**src/rtl/pal_arb_pkg.sv**
```systemverilog
// pal_arb_pkg: shared widths and types for the palette lookup arbiter.
//   PAL_IDX_W  width of a palette colour index (32-entry ROM)
//   PAL_CH_W   width of one RGB444 colour channel
//   pal_idx_t  palette index type
//   rgb444_t   packed {r, g, b} colour
package pal_arb_pkg;

  localparam int PAL_IDX_W = 5;
  localparam int PAL_CH_W  = 4;

  typedef logic [PAL_IDX_W-1:0] pal_idx_t;

  typedef struct packed {
    logic [PAL_CH_W-1:0] r;
    logic [PAL_CH_W-1:0] g;
    logic [PAL_CH_W-1:0] b;
  } rgb444_t;

endpackage

```
**src/rtl/pal_rr_arbiter.sv**
```systemverilog
// pal_rr_arbiter: combinational rotate-priority arbiter.
// The search starts at ptr and wraps modulo NUM_REQ; the first asserted
// request wins. The winner and any are reported regardless of enable, so the
// parent can steer the palette index even while the output is stalled; only
// the one-hot grant is qualified by enable.
// Ports:
//   req     in   NUM_REQ  request vector
//   ptr     in   ID_W     highest-priority requester this cycle
//   enable  in   1        allow a grant to be issued
//   grant   out  NUM_REQ  one-hot grant (zero when disabled or idle)
//   winner  out  ID_W     encoded winning requester (0 when idle)
//   any     out  1        at least one request present
module pal_rr_arbiter #(
  parameter int NUM_REQ = 4,
  parameter int ID_W    = $clog2(NUM_REQ)
) (
  input  logic [NUM_REQ-1:0] req,
  input  logic [ID_W-1:0]    ptr,
  input  logic               enable,
  output logic [NUM_REQ-1:0] grant,
  output logic [ID_W-1:0]    winner,
  output logic               any
);

  logic [ID_W:0]   w_sum;
  logic [ID_W-1:0] w_idx;

  always_comb begin
    grant  = '0;
    winner = '0;
    any    = 1'b0;
    w_sum  = '0;
    w_idx  = '0;
    for (int k = 0; k < NUM_REQ; k++) begin
      // ptr and k are both below NUM_REQ, so one conditional subtract wraps
      w_sum = {1'b0, ptr} + (ID_W+1)'(k);
      if (w_sum >= (ID_W+1)'(NUM_REQ)) begin
        w_sum = w_sum - (ID_W+1)'(NUM_REQ);
      end
      w_idx = w_sum[ID_W-1:0];
      if (!any && req[w_idx]) begin
        any    = 1'b1;
        winner = w_idx;
      end
    end
    if (any && enable) begin
      grant[winner] = 1'b1;
    end
  end

endmodule

```
**src/rtl/palette_lookup_arbiter.sv**
```systemverilog
// palette_lookup_arbiter: shares one combinational 32 x 12-bit palette ROM
// between NUM_REQ pixel sources. A round-robin arbiter picks one source per
// cycle, drives its index to the ROM, and registers the returned RGB444 with
// the winner's ID in a single-entry output register (full throughput when
// out_ready stays high, 1-cycle latency).
// Optional feature macro: PAL_TRANSPARENT_KEY_EN -- when defined, an index
// equal to TRANS_IDX returns out_transparent=1 and zero RGB.
// Ports:
//   Clk, Reset_n           clock, asynchronous active-low reset
//   req_valid/req_ready    per-requester handshake (req_ready is one-hot)
//   req_index              packed 5-bit indices, requester i at [5*i +: 5]
//   pal_index              index to the palette ROM
//   pal_red/green/blue     ROM data for pal_index, same cycle
//   out_valid/out_ready    result handshake
//   out_id                 requester that issued the result
//   out_red/green/blue     registered RGB
//   out_transparent        index matched the transparent key
module palette_lookup_arbiter
  import pal_arb_pkg::*;
#(
  parameter  int NUM_REQ   = 4,
  parameter  int TRANS_IDX = 15,
  localparam int ID_W      = $clog2(NUM_REQ)
) (
  input  logic                           Clk,
  input  logic                           Reset_n,
  input  logic [NUM_REQ-1:0]             req_valid,
  input  logic [NUM_REQ*PAL_IDX_W-1:0]   req_index,
  output logic [NUM_REQ-1:0]             req_ready,
  output logic [PAL_IDX_W-1:0]           pal_index,
  input  logic [PAL_CH_W-1:0]            pal_red,
  input  logic [PAL_CH_W-1:0]            pal_green,
  input  logic [PAL_CH_W-1:0]            pal_blue,
  output logic                           out_valid,
  input  logic                           out_ready,
  output logic [ID_W-1:0]                out_id,
  output logic [PAL_CH_W-1:0]            out_red,
  output logic [PAL_CH_W-1:0]            out_green,
  output logic [PAL_CH_W-1:0]            out_blue,
  output logic                           out_transparent
);

  localparam pal_idx_t TRANS_KEY = pal_idx_t'(TRANS_IDX);

  logic               w_can_load;
  logic               w_any;
  logic               w_xfer;
  logic               w_key;
  logic [NUM_REQ-1:0] w_grant;
  logic [ID_W-1:0]    w_winner;
  logic [ID_W-1:0]    w_next_ptr;
  pal_idx_t           w_pal_idx;
  rgb444_t            w_rom_rgb;

  logic               r_out_valid;
  logic [ID_W-1:0]    r_out_id;
  logic [ID_W-1:0]    r_rr_ptr;
  rgb444_t            r_out_rgb;
  logic               r_out_transparent;

  assign w_can_load = ~r_out_valid | out_ready;

  // Reset_n gates the grant directly so no requester sees ready while held
  // in reset, even with valid asserted.
  pal_rr_arbiter #(
    .NUM_REQ (NUM_REQ),
    .ID_W    (ID_W)
  ) u_rr (
    .req    (req_valid),
    .ptr    (r_rr_ptr),
    .enable (w_can_load & Reset_n),
    .grant  (w_grant),
    .winner (w_winner),
    .any    (w_any)
  );

  assign req_ready = w_grant;
  assign w_xfer    = w_any & w_can_load;

  always_comb begin
    w_pal_idx = '0;
    for (int i = 0; i < NUM_REQ; i++) begin
      if (w_any && (w_winner == ID_W'(i))) begin
        w_pal_idx = req_index[PAL_IDX_W*i +: PAL_IDX_W];
      end
    end
  end

  assign pal_index  = w_pal_idx;
  assign w_rom_rgb  = '{r: pal_red, g: pal_green, b: pal_blue};
  assign w_next_ptr = (w_winner == ID_W'(NUM_REQ-1)) ? '0 : w_winner + 1'b1;

`ifdef PAL_TRANSPARENT_KEY_EN
  assign w_key = (w_pal_idx == TRANS_KEY);
`else
  // Key disabled: reduces to constant 0, the compare only keeps TRANS_IDX
  // referenced in this build.
  assign w_key = 1'b0 & (w_pal_idx == TRANS_KEY);
`endif

  always_ff @(posedge Clk or negedge Reset_n) begin
    if (!Reset_n) begin
      r_out_valid       <= 1'b0;
      r_out_id          <= '0;
      r_out_rgb         <= '0;
      r_out_transparent <= 1'b0;
      r_rr_ptr          <= '0;
    end else if (w_xfer) begin
      // A load also covers the drain-and-refill case without a bubble.
      r_out_valid       <= 1'b1;
      r_out_id          <= w_winner;
      r_out_rgb         <= w_key ? '0 : w_rom_rgb;
      r_out_transparent <= w_key;
      r_rr_ptr          <= w_next_ptr;
    end else if (out_ready) begin
      r_out_valid       <= 1'b0;
    end
  end

  assign out_valid       = r_out_valid;
  assign out_id          = r_out_id;
  assign out_red         = r_out_rgb.r;
  assign out_green       = r_out_rgb.g;
  assign out_blue        = r_out_rgb.b;
  assign out_transparent = r_out_transparent;

endmodule
```
**config.mk**
```make
export PLATFORM = sky130hd
export DESIGN_NAME = palette_lookup_arbiter
export DESIGN_NICKNAME = d
export VERILOG_FILES = /design/src/rtl/pal_arb_pkg.sv /design/src/rtl/pal_rr_arbiter.sv /design/src/rtl/palette_lookup_arbiter.sv
export SDC_FILE = /design/constraint.sdc
export NUM_CORES = 1
export LEC_CHECK = 0
export BUFFER_PORTS_ARGS = -buffer_cell sky130_fd_sc_hd__buf_2
export CAP_MARGIN = 10
export CORE_UTILIZATION = 25
export CTS_CLUSTER_DIAMETER = 50
export DETAILED_ROUTE_END_ITERATION = 7
export GPL_TIMING_DRIVEN = 0
export PLACE_DENSITY = 0.52
export SLEW_MARGIN = 20
export SYNTH_ARGS = -nofsm -noshare
export SYNTH_HDL_FRONTEND = slang
export SYNTH_SLANG_ARGS = --single-unit
export TNS_END_PERCENT = 1
```
**constraint.sdc**
```tcl
create_clock -name Clk -period 1.5 [get_ports Clk]
set_input_delay 0 -clock Clk [delete_from_list [all_inputs] [get_ports Clk]]
set_output_delay 0 -clock Clk [all_outputs]
set_load 0.005 [all_outputs]
```
==> run metrics <==
run status=finished with violations; violated checks=negative setup slack; setup ws final=-0.698 ns; GRT Total Usage=13.3%; DRC Markers=0; clk root buf=clkbuf_8; Max Slew Vio Count=0; critical path fanouts, max=4; wire per inst=12.1 µm; fin crit period=2.20 ns; final hold violation count=0; Worst R2R Setup Slack=-0.14 ns; TritonCTS Buffers=3; clk slew on worst S/H paths=0.06 ns; CORE AREA=4060 µm²; # Max-Cap Violations=0; Arrival @ worst endpoint=2.20 ns; vias in the first global route=1063; Vias/cell=4.46; Total Wirelength=2860 µm; placed instance count=207; Worst path slowest cell=o32a_1; LEAKAGE=0.958 nW; Synth async-reset ratio=100%; Synth-to-Final Area Change=73.9%; die height=67.3 µm; initial core utilization=26.2%; synth warn=0; Clock Latency Late Sink=0.25 ns; worst-margin pin slew=0.637 ns; Cell Count, Final, Fillers Out=236; Post-synth EDFFs=0; WP data required=1.50 ns; Avg Cell Area, Syn=11.2 µm²; largest area contributor in the netlist=dfrtp_1; Synth cell types=24; Worst R2R Start=r_rr_ptr[1]; Setup crit start kind=flip-flop; Yosys top cell area share=40.0%; Max Buffers Root-to-Sink=2; worst setup path category=flip-flop to primary output; synth cell count leaders=17 x dfrtp_1, 15 x mux2_4, 10 x inv_1, 9 x a21oi_1, 5 x nand2_1; via count=1052; Clock Skew=0.000718 ns; H-tree Lvls=1; Tot Pwr=2.41 mW; Starting DRT DRC Count=16; Pwr per Cell Area=1300 nW/µm²; CTS Sinks=17; Seq/Total Area, Yosys=40.0%; Mapped Cells=95; CTS tree=yes; die width=67.3 µm; gpl congestion=0.659; DP HPWL=2090 µm; Antenna Cells=0; beginning of the critical path=r_rr_ptr[0]; Seq cells post-synth=17; first-pass GRT wire length=4510 µm; Post-Syn Nets=138; period utilisation layout=147%; Slew HR=57.2%; die area=4520 µm²; Hold Crit Start=req_valid[2]; Post-DRT Antenna Nets=0; Peak VDD IR=0.702 mV; Tightest Hold Check Type=input pin to flip-flop; Ports=64; site row count=23; Final Net Count=230; worst path cell trace=nor2b_2, o32a_1, inv_2, ha_4, nor2b_4, a221oi_2, a211o_1, a21oi_2, buf_2; setup violators final=11; DRT Pass-1 Iters=3; RSZ-0062 raised after global routing=true; top cells by area, synth=dfrtp_1 40%, mux2_4 21%, ha_1 4.7%, a21oi_1 4.2%, inv_1 3.5%; most common cell in the netlist=dfrtp_1; largest net degree at the start of global routing=22; crit path capture type=primary output; grt ovf=0; ys flop type=dfrtp_1; FMAX=455 MHz; worst stage delay on the critical path=0.44 ns; share of layout cells above drive strength 1=64.5%; # port buffers=62; initial antenna violation count=0; Mapped Area=1060 µm²
[worst paths after layout]
check                                to  cells after the start
min in group asynchronous   out_blue[0]                      2
min reg2reg                  out_red[0]                      1
max                        pal_index[4]                      9
max in group asynchronous   out_blue[1]                      2
max reg2reg                 r_rr_ptr[1]                      6
min                           out_valid                      3
[what timing repair did]
action / 4_1_cts / 5_1_grt
setup endpoints to repair: 11 / 11
hold endpoints to repair: 30 / 0
gates resized for setup: 15 / 10
hold buffers: 14 / 0
pin swaps: 6 / 9
setup buffers: 8 / 3
[stage by stage]
step / util [%] / TNS, ns / setup slack [ns] / area, µm² / hold WS [ns]
final: 45.6 / -4.81 / -0.698 / 1850 / 0.0551
after global routing: 45.6 / -6.18 / -0.808 / 1850 / 0.0844
after CTS: 44.2 / -4.44 / -0.646 / 1790 / 0.0535
after detailed placement: 36.3 / -3.13 / -0.511 / 1470 / -0.0299
after global placement: 36.3 / -2.77 / -0.466 / 1470 / -0.0384
after floorplan: - / -0.903 / -0.196 / 1100 / -0.296
[cell families (layout without fill, tap and decap cells)]
family | Yosys count | after routing | synth area share [%]
AO/OA/AOI/OAI | 24 | 24 | 15.5
AND/OR/NAND/NOR | 19 | 19 | 11.3
flip-flops | 17 | 17 | 40.0
multiplexers | 15 | 15 | 21.2
buffers and inverters | 15 | 106 | 7.05
adder cells (fa/ha/maj) | 4 | 4 | 4.70
other | 1 | 1 | 0.352
[per-layer routing]
metal,GRT usage [%],vias to the layer above,part of all wire (%)
li1,-,520,-
met3,3.55,2,5.1
met5,0,-,0
met4,2.93,0,0.63
met2,24.4,43,52
met1,15.3,487,43
[layout make-up]
type / instances / area, µm²
clock buffers: 3 / 41.3
clock inverters: 1 / 5.00
well taps: 50 / 62.6
multi-input cells: 63 / 684
inverters: 10 / 37.5
fillers: 387 / 2210
repair buffers: 87 / 537
plain buffers: 5 / 58.8
flip-flops and latches: 17 / 425
[cells in the final DEF, fill, tap and decap left out, types with 5 or more instances in the layout]
master | synthesis | final
buf_2 | 0 | 62
dfrtp_1 | 17 | 17
mux2_4 | 15 | 15
dlygate4sd3_1 | 0 | 14
buf_4 | 1 | 11
a21oi_2 | 1 | 7
inv_1 | 10 | 7
nand2_1 | 5 | 5
[worst max-delay path: cells and delay by family (launching register included)]
family,cells,cell delay (ns)
buffers and inverters,2,0.24
AOI/OAI and AO/OA,4,0.91
DFF,1,0.39
adders and majority gates,1,0.14
and+or+nand+nor,2,0.27
[flip-flops by register name (all words and copies together) (netlist names)]
signal	cells
out_blue	4
out_green	4
out_id	2
out_red	4
out_valid	1
r_rr_ptr	2
[power breakdown]
part | internal [mW] | switching [mW] | total, mW
Combinational | 0.859 | 0.611 | 1.47
Clock | 0.184 | 0.151 | 0.335
Sequential | 0.550 | 0.0559 | 0.606
Total | 1.59 | 0.817 | 2.41
(Power assumes the default switching activity.)
